$ cat src/rtl/i2c_host_ctrl.sv
// Single-controller I2C host: turns START/STOP/WRITE/READ commands into open-drain SCL/SDA waveforms.
// Each step is four quarter phases of ClkDiv cycles; released-SCL phases wait out target clock stretching.
module i2c_host_ctrl #(
    parameter int ClkDiv = 4
) (
    input  logic       clk_i,
    input  logic       rst_i,
    input  logic       cmd_valid_i,
    output logic       cmd_ready_o,
    input  logic [1:0] cmd_op_i,
    input  logic [7:0] cmd_data_i,
    input  logic       cmd_ack_i,
    output logic       rsp_valid_o,
    output logic [7:0] rsp_data_o,
    output logic       rsp_nack_o,
    output logic       bus_busy_o,
    input  logic       scl_i,
    input  logic       sda_i,
    output logic       scl_o,
    output logic       sda_o
);
    localparam int CW = $clog2(ClkDiv) + 1;
    localparam logic [1:0] OP_START = 2'd0;
    localparam logic [1:0] OP_STOP  = 2'd1;
    localparam logic [1:0] OP_WRITE = 2'd2;
    localparam logic [1:0] OP_READ  = 2'd3;

    typedef enum logic [1:0] {S_IDLE, S_START, S_BIT, S_STOP} state_t;

    state_t          r_state, w_state_n;
    logic [1:0]      r_q, w_q_n;
    logic [CW-1:0]   r_cnt, w_cnt_n;
    logic [3:0]      r_bit, w_bit_n;
    logic [1:0]      r_op, w_op_n;
    logic [7:0]      r_data, w_data_n;
    logic            r_ack, w_ack_n;
    logic [7:0]      r_shift, w_shift_n;
    logic            r_sample, w_sample_n;
    logic            r_scl, w_scl_n;
    logic            r_sda, w_sda_n;
    logic            r_ready, w_ready_n;
    logic            r_rsp_vld, w_rsp_vld_n;
    logic [7:0]      r_rsp_data, w_rsp_data_n;
    logic            r_nack, w_nack_n;
    logic            r_busy, w_busy_n;
    logic            w_stretch, w_phase_end;

    // SDA level driven during bit i of a WRITE/READ
    function automatic logic bit_val(input logic [1:0] op, input logic [7:0] d,
                                     input logic ack, input logic [3:0] i);
        if (i >= 4'd8)
            return (op == OP_READ) ? !ack : 1'b1;
        return (op == OP_READ) ? 1'b1 : d[3'(4'd7 - i)];
    endfunction

    assign w_stretch   = r_scl && !scl_i;
    assign w_phase_end = (r_cnt == CW'(ClkDiv - 1)) && !w_stretch;

    always_comb begin
        w_state_n    = r_state;
        w_q_n        = r_q;
        w_cnt_n      = r_cnt;
        w_bit_n      = r_bit;
        w_op_n       = r_op;
        w_data_n     = r_data;
        w_ack_n      = r_ack;
        w_shift_n    = r_shift;
        w_sample_n   = r_sample;
        w_scl_n      = r_scl;
        w_sda_n      = r_sda;
        w_ready_n    = r_ready;
        w_rsp_vld_n  = 1'b0;
        w_rsp_data_n = r_rsp_data;
        w_nack_n     = r_nack;
        w_busy_n     = r_busy;
        if (r_state == S_IDLE) begin
            if (cmd_valid_i && r_ready) begin
                w_op_n    = cmd_op_i;
                w_data_n  = cmd_data_i;
                w_ack_n   = cmd_ack_i;
                w_q_n     = 2'd0;
                w_cnt_n   = '0;
                w_bit_n   = 4'd0;
                w_ready_n = 1'b0;
                case (cmd_op_i)
                    OP_START: begin
                        w_state_n = S_START;
                        w_sda_n   = 1'b1;
                    end
                    OP_STOP: begin
                        w_state_n = S_STOP;
                        w_scl_n   = 1'b0;
                        w_sda_n   = 1'b0;
                    end
                    default: begin
                        w_state_n = S_BIT;
                        w_scl_n   = 1'b0;
                        w_sda_n   = bit_val(cmd_op_i, cmd_data_i, cmd_ack_i, 4'd0);
                    end
                endcase
            end
        end else if (w_stretch) begin
            w_cnt_n = '0;
        end else if (!w_phase_end) begin
            w_cnt_n = r_cnt + CW'(1);
        end else begin
            w_cnt_n = '0;
            w_q_n   = r_q + 2'd1;
            case (r_state)
                S_START: begin
                    case (r_q)
                        2'd0: w_scl_n = 1'b1;
                        2'd1: w_sda_n = 1'b0;
                        2'd2: w_scl_n = 1'b0;
                        default: begin
                            w_busy_n    = 1'b1;
                            w_state_n   = S_IDLE;
                            w_ready_n   = 1'b1;
                            w_rsp_vld_n = 1'b1;
                        end
                    endcase
                end
                S_BIT: begin
                    case (r_q)
                        2'd0: ;
                        2'd1: w_scl_n = 1'b1;
                        2'd2: begin
                            if (r_bit < 4'd8) w_shift_n = {r_shift[6:0], sda_i};
                            else              w_sample_n = sda_i;
                        end
                        default: begin
                            w_scl_n = 1'b0;
                            if (r_bit == 4'd8) begin
                                if (r_op == OP_WRITE) w_nack_n = r_sample;
                                if (r_op == OP_READ)  w_rsp_data_n = r_shift;
                                w_state_n   = S_IDLE;
                                w_ready_n   = 1'b1;
                                w_rsp_vld_n = 1'b1;
                            end else begin
                                w_bit_n = r_bit + 4'd1;
                                w_sda_n = bit_val(r_op, r_data, r_ack, r_bit + 4'd1);
                            end
                        end
                    endcase
                end
                S_STOP: begin
                    case (r_q)
                        2'd0: w_scl_n = 1'b1;
                        2'd1: w_sda_n = 1'b1;
                        2'd2: ;
                        default: begin
                            w_busy_n    = 1'b0;
                            w_state_n   = S_IDLE;
                            w_ready_n   = 1'b1;
                            w_rsp_vld_n = 1'b1;
                        end
                    endcase
                end
                default: w_state_n = S_IDLE;
            endcase
        end
    end

    always_ff @(posedge clk_i) begin
        if (rst_i) begin
            r_state    <= S_IDLE;
            r_q        <= 2'd0;
            r_cnt      <= '0;
            r_bit      <= 4'd0;
            r_op       <= 2'd0;
            r_data     <= 8'd0;
            r_ack      <= 1'b0;
            r_shift    <= 8'd0;
            r_sample   <= 1'b0;
            r_scl      <= 1'b1;
            r_sda      <= 1'b1;
            r_ready    <= 1'b1;
            r_rsp_vld  <= 1'b0;
            r_rsp_data <= 8'd0;
            r_nack     <= 1'b0;
            r_busy     <= 1'b0;
        end else begin
            r_state    <= w_state_n;
            r_q        <= w_q_n;
            r_cnt      <= w_cnt_n;
            r_bit      <= w_bit_n;
            r_op       <= w_op_n;
            r_data     <= w_data_n;
            r_ack      <= w_ack_n;
            r_shift    <= w_shift_n;
            r_sample   <= w_sample_n;
            r_scl      <= w_scl_n;
            r_sda      <= w_sda_n;
            r_ready    <= w_ready_n;
            r_rsp_vld  <= w_rsp_vld_n;
            r_rsp_data <= w_rsp_data_n;
            r_nack     <= w_nack_n;
            r_busy     <= w_busy_n;
        end
    end

    assign cmd_ready_o = r_ready;
    assign rsp_valid_o = r_rsp_vld;
    assign rsp_data_o  = r_rsp_data;
    assign rsp_nack_o  = r_nack;
    assign bus_busy_o  = r_busy;
    assign scl_o       = r_scl;
    assign sda_o       = r_sda;
endmodule

$ cat config.mk
export PLATFORM = sky130hd
export DESIGN_NAME = i2c_host_ctrl
export DESIGN_NICKNAME = d
export VERILOG_FILES = /design/src/rtl/i2c_host_ctrl.sv
export SDC_FILE = /design/constraint.sdc
export NUM_CORES = 1
export LEC_CHECK = 0
export ABC_AREA = 1
export BUFFER_PORTS_ARGS = -buffer_cell sky130_fd_sc_hd__buf_2
export CAP_MARGIN = 25
export CORE_UTILIZATION = 54
export CTS_CLUSTER_DIAMETER = 60
export DETAILED_ROUTE_END_ITERATION = 16
export HOLD_SLACK_MARGIN = 0.15
export PLACE_DENSITY = 0.76
export SLEW_MARGIN = 20
export SYNTH_ARGS = -nofsm -noshare
export SYNTH_HDL_FRONTEND = slang
export SYNTH_SLANG_ARGS = --single-unit
$ cat constraint.sdc
create_clock -name clk_i -period 4.9 [get_ports clk_i]
set_input_delay 0.98 -clock clk_i [delete_from_list [all_inputs] [get_ports clk_i]]
set_output_delay 0.98 -clock clk_i [all_outputs]
set_load 0.005 [all_outputs]
==> summary.txt <==
Detailed routing
  • Detailed Routing Iterations Pass 1: 4
  • Total number of vias: 1,884
  • Final ANT Viol Nets: 0
  • Number of DRC markers in iteration 0: 91
  • Total wire length: 4160 microns
  • Top Layer Used: met4
  • M1 WL: 1920 microns
  • Vias per cell: 5.19
  • Number of remaining DRC errors: 0
  • DR WL/cell: 11.5 microns
  • DR WL met2: 1980 microns
  • Met3 wire len: 179 microns

Critical path
  • Slowest CP cell: inv_1
  • Maximum fanout along the worst path: 30
  • Worst path max stage delay: 580 ps
  • Crit end category: flop
  • Critical Path RT: 5140 ps
  • Critical path cell sequence: buf_2 -> inv_1 -> o21ai_0 -> a21oi_1
  • Worst EP arrival: 2140 ps
  • CP startpoint kind: primary input
  • CP Class: in -> reg

Timing
  • Fin Clk Skew: 7.09 ps
  • Worst-Margin Slew: 731 ps
  • Final hold slack: 445 ps
  • Rel. slew slack: 51.2%
  • RSZ-0062 raised after global routing: no
  • Final period utilization: 38.8%
  • Final setup TNS: 0 ps
  • Fin. Hold Viols: 0
  • Maximum clock rate: 526 MHz
  • Final Setup Violations: 0
  • Final min period: 1900 ps
  • Slew Viols, Final: 0

Power and ir drop
  • Pwr dens: 345 mW/mm^2
  • Peak VDD IR: 0.000197 V
  • Leak: 1.12 nW
  • Total power: 0.836 mW

Synthesis
  • Syn_nets: 309
  • Post-Synth Adder-Cell Area: 4.07%
  • Compound-gate portion of the synthesized area: 19.2%
  • Synth Area in XOR/XNOR: 0.407%
  • Multiplexer share of the synthesized area: 0%
  • Main combinational cell family by area after synthesis: simple AND/OR/NAND/NOR gates
  • Leading register cell type out of synthesis: dfxtp_1
  • EDFF count, synth: 0
  • Area of the mapped netlist: 0.00215 sq mm
  • Yosys cell types: 35
  • Flops & latches, synth: 45
  • Syn. warnings: 0
  • Cells after synthesis: 286
  • Post-synthesis area per instance: 7.52 sq um
  • Share of flip-flops with an asynchronous set or reset: 0%
  • Simple-gate share of the synthesized area: 24.9%
  • Register area share after synthesis: 41.9%

Global routing
  • Vias in the first global route: 1,703
  • Wire length of the first global-routing pass: 7180 microns
  • Largest net degree at the start of global routing: 31
  • Gr usage total: 22.0%
  • Initial antenna violation count: 0
  • GRT overflow: 0

Clocking
  • CTS tree: built
  • Reg clk slew, reported paths: 80 ps
  • Clock sink count: 45
  • Htree depth: 2
  • Total setup buffers inserted after CTS: 0
  • Clock Path Buffers: 2
  • Post-CTS Hold Buffers: 0
  • Clock Tree Root: clkbuf_8
  • CTS buffer count: 5
  • Clock latency on the worst-skew pair: 300 ps
  • Post_cts resized: 0

Final layout
  • Layout cells sized above 1: 16.5%
  • Antenna cell count: 0
  • Final nets: 337
  • Design Area, Final: 0.00242 sq mm
  • Syn-to-layout area delta: 12.5%

Floorplan
  • FP Rows: 22
  • Die width: 65.1 microns
  • IO Pins: 30
  • DIE HEIGHT: 65.1 microns
  • Starting Density: 57.5%
  • Die area: 0.00424 sq mm
  • Core ar.: 0.00374 sq mm

Outcome
  • Status: finished, final reports clean

Hold path
  • Worst min path class: reg -> reg

Placed design
  • Dpl hpwl: 2990 microns
  • Routability cong.: 0.888
  • Number of I/O port buffers: 29
  • DP Area: 0.00231 sq mm

Flow run
  • Max_cap viols: 0
==> logic make-up (layout without fill, tap and decap cells) <==
logic type,Yosys count,count (layout)
AND/OR/NAND/NOR,108,108
AO/OA/AOI/OAI,75,75
buffers and inverters,50,79
flip-flops,45,45
adder cells (fa/ha/maj),7,7
XOR/XNOR,1,1
==> cell usage after synthesis, types with 3 or more instances <==
cell type | count | area share, %
nand3_1 | 14 | 3.3
nand2_1 | 37 | 6.5
o21ai_0 | 25 | 5.8
dfxtp_1 | 45 | 42
a21oi_1 | 28 | 6.5
ha_1 | 7 | 4.1
inv_1 | 38 | 6.6
nor2_1 | 39 | 6.8
nand2_4 | 3 | 1.6
o21ai_1 | 10 | 2.3
inv_2 | 4 | 0.70
clkbuf_1 | 4 | 0.70
==> sequential cells by signal, indices dropped and copies added, names as in the netlist, 2 cells and up <==
name / count
r_data: 8
r_shift: 8
rsp_data_o: 8
r_bit: 4
r_cnt: 3
r_op: 2
r_q: 2
r_state: 2
==> routing by layer <==
metal | GRT usage (%) | vias to the layer above
met2 | 35.0 | 45
met1 | 28.1 | 836
met5 | 0 | -
met4 | 10.3 | 0
met3 | 5.21 | 9
li1 | - | 994
==> cell type report <==
class / count / area [sq um]
multi-input combinational: 191 / 1050
clock inverter: 2 / 38.8
timing repair buffer: 29 / 145
tap: 48 / 60.1
inverter: 42 / 158
clock buffer: 6 / 72.6
fill: 348 / 1320
sequential: 45 / 901
==> power breakdown <==
part,switching [mW],internal [mW],leakage [nW]
Combinational,0.0977,0.0501,0.699
Clock,0.125,0.153,0.0554
Sequential,0.0188,0.392,0.366
Total,0.242,0.595,1.12
==> cells in the final DEF, fill, tap and decap left out, types with 2 or more instances in the layout <==
cell type  synthesis  final
dfxtp_1           45     45
nand2_1           37     37
nand2_4            3      3
nand4_1            2      2
a211oi_1           2      2
nand3b_1           2      2
inv_2              4      4
o21ai_1           10     10
ha_1               7      7
nand3_1           14     14
inv_1             38     38
a21oi_1           28     28
buf_2              2     29
nor3_1             2      2
clkbuf_8           0      5
o211ai_1           2      2
o21ai_0           25     25
nor2_1            39     39
nor3_4             2      2
nor4_1             2      2
==> stage by stage <==
step / setup slack [ps] / utilization (%) / instances
floorplan: 2970 / - / 286
global placement: 2710 / 61.7 / 355
detailed placement: 2670 / 61.7 / 355
CTS: 3010 / 64.7 / 363
global route: 2850 / 64.7 / 363
finish: 3000 / 64.7 / 363
==> critical path, delay by kind of cell <==
family,cells,cell delay [ps]
buffers and inverters,2,780
AOI/OAI and AO/OA,2,370
==> worst paths after layout <==
kind,to,slack (ps),cells after the start,start
setup reg to reg,r_bit[2],3010,8,r_state[0]
hold / removal,rsp_data_o[5],450,2,rsp_data_o[5]
hold reg to reg,rsp_data_o[5],450,2,rsp_data_o[5]
setup / recovery,rsp_data_o[4],3000,4,rst_i
No activity file was read; power rests on OpenSTA's default activity.
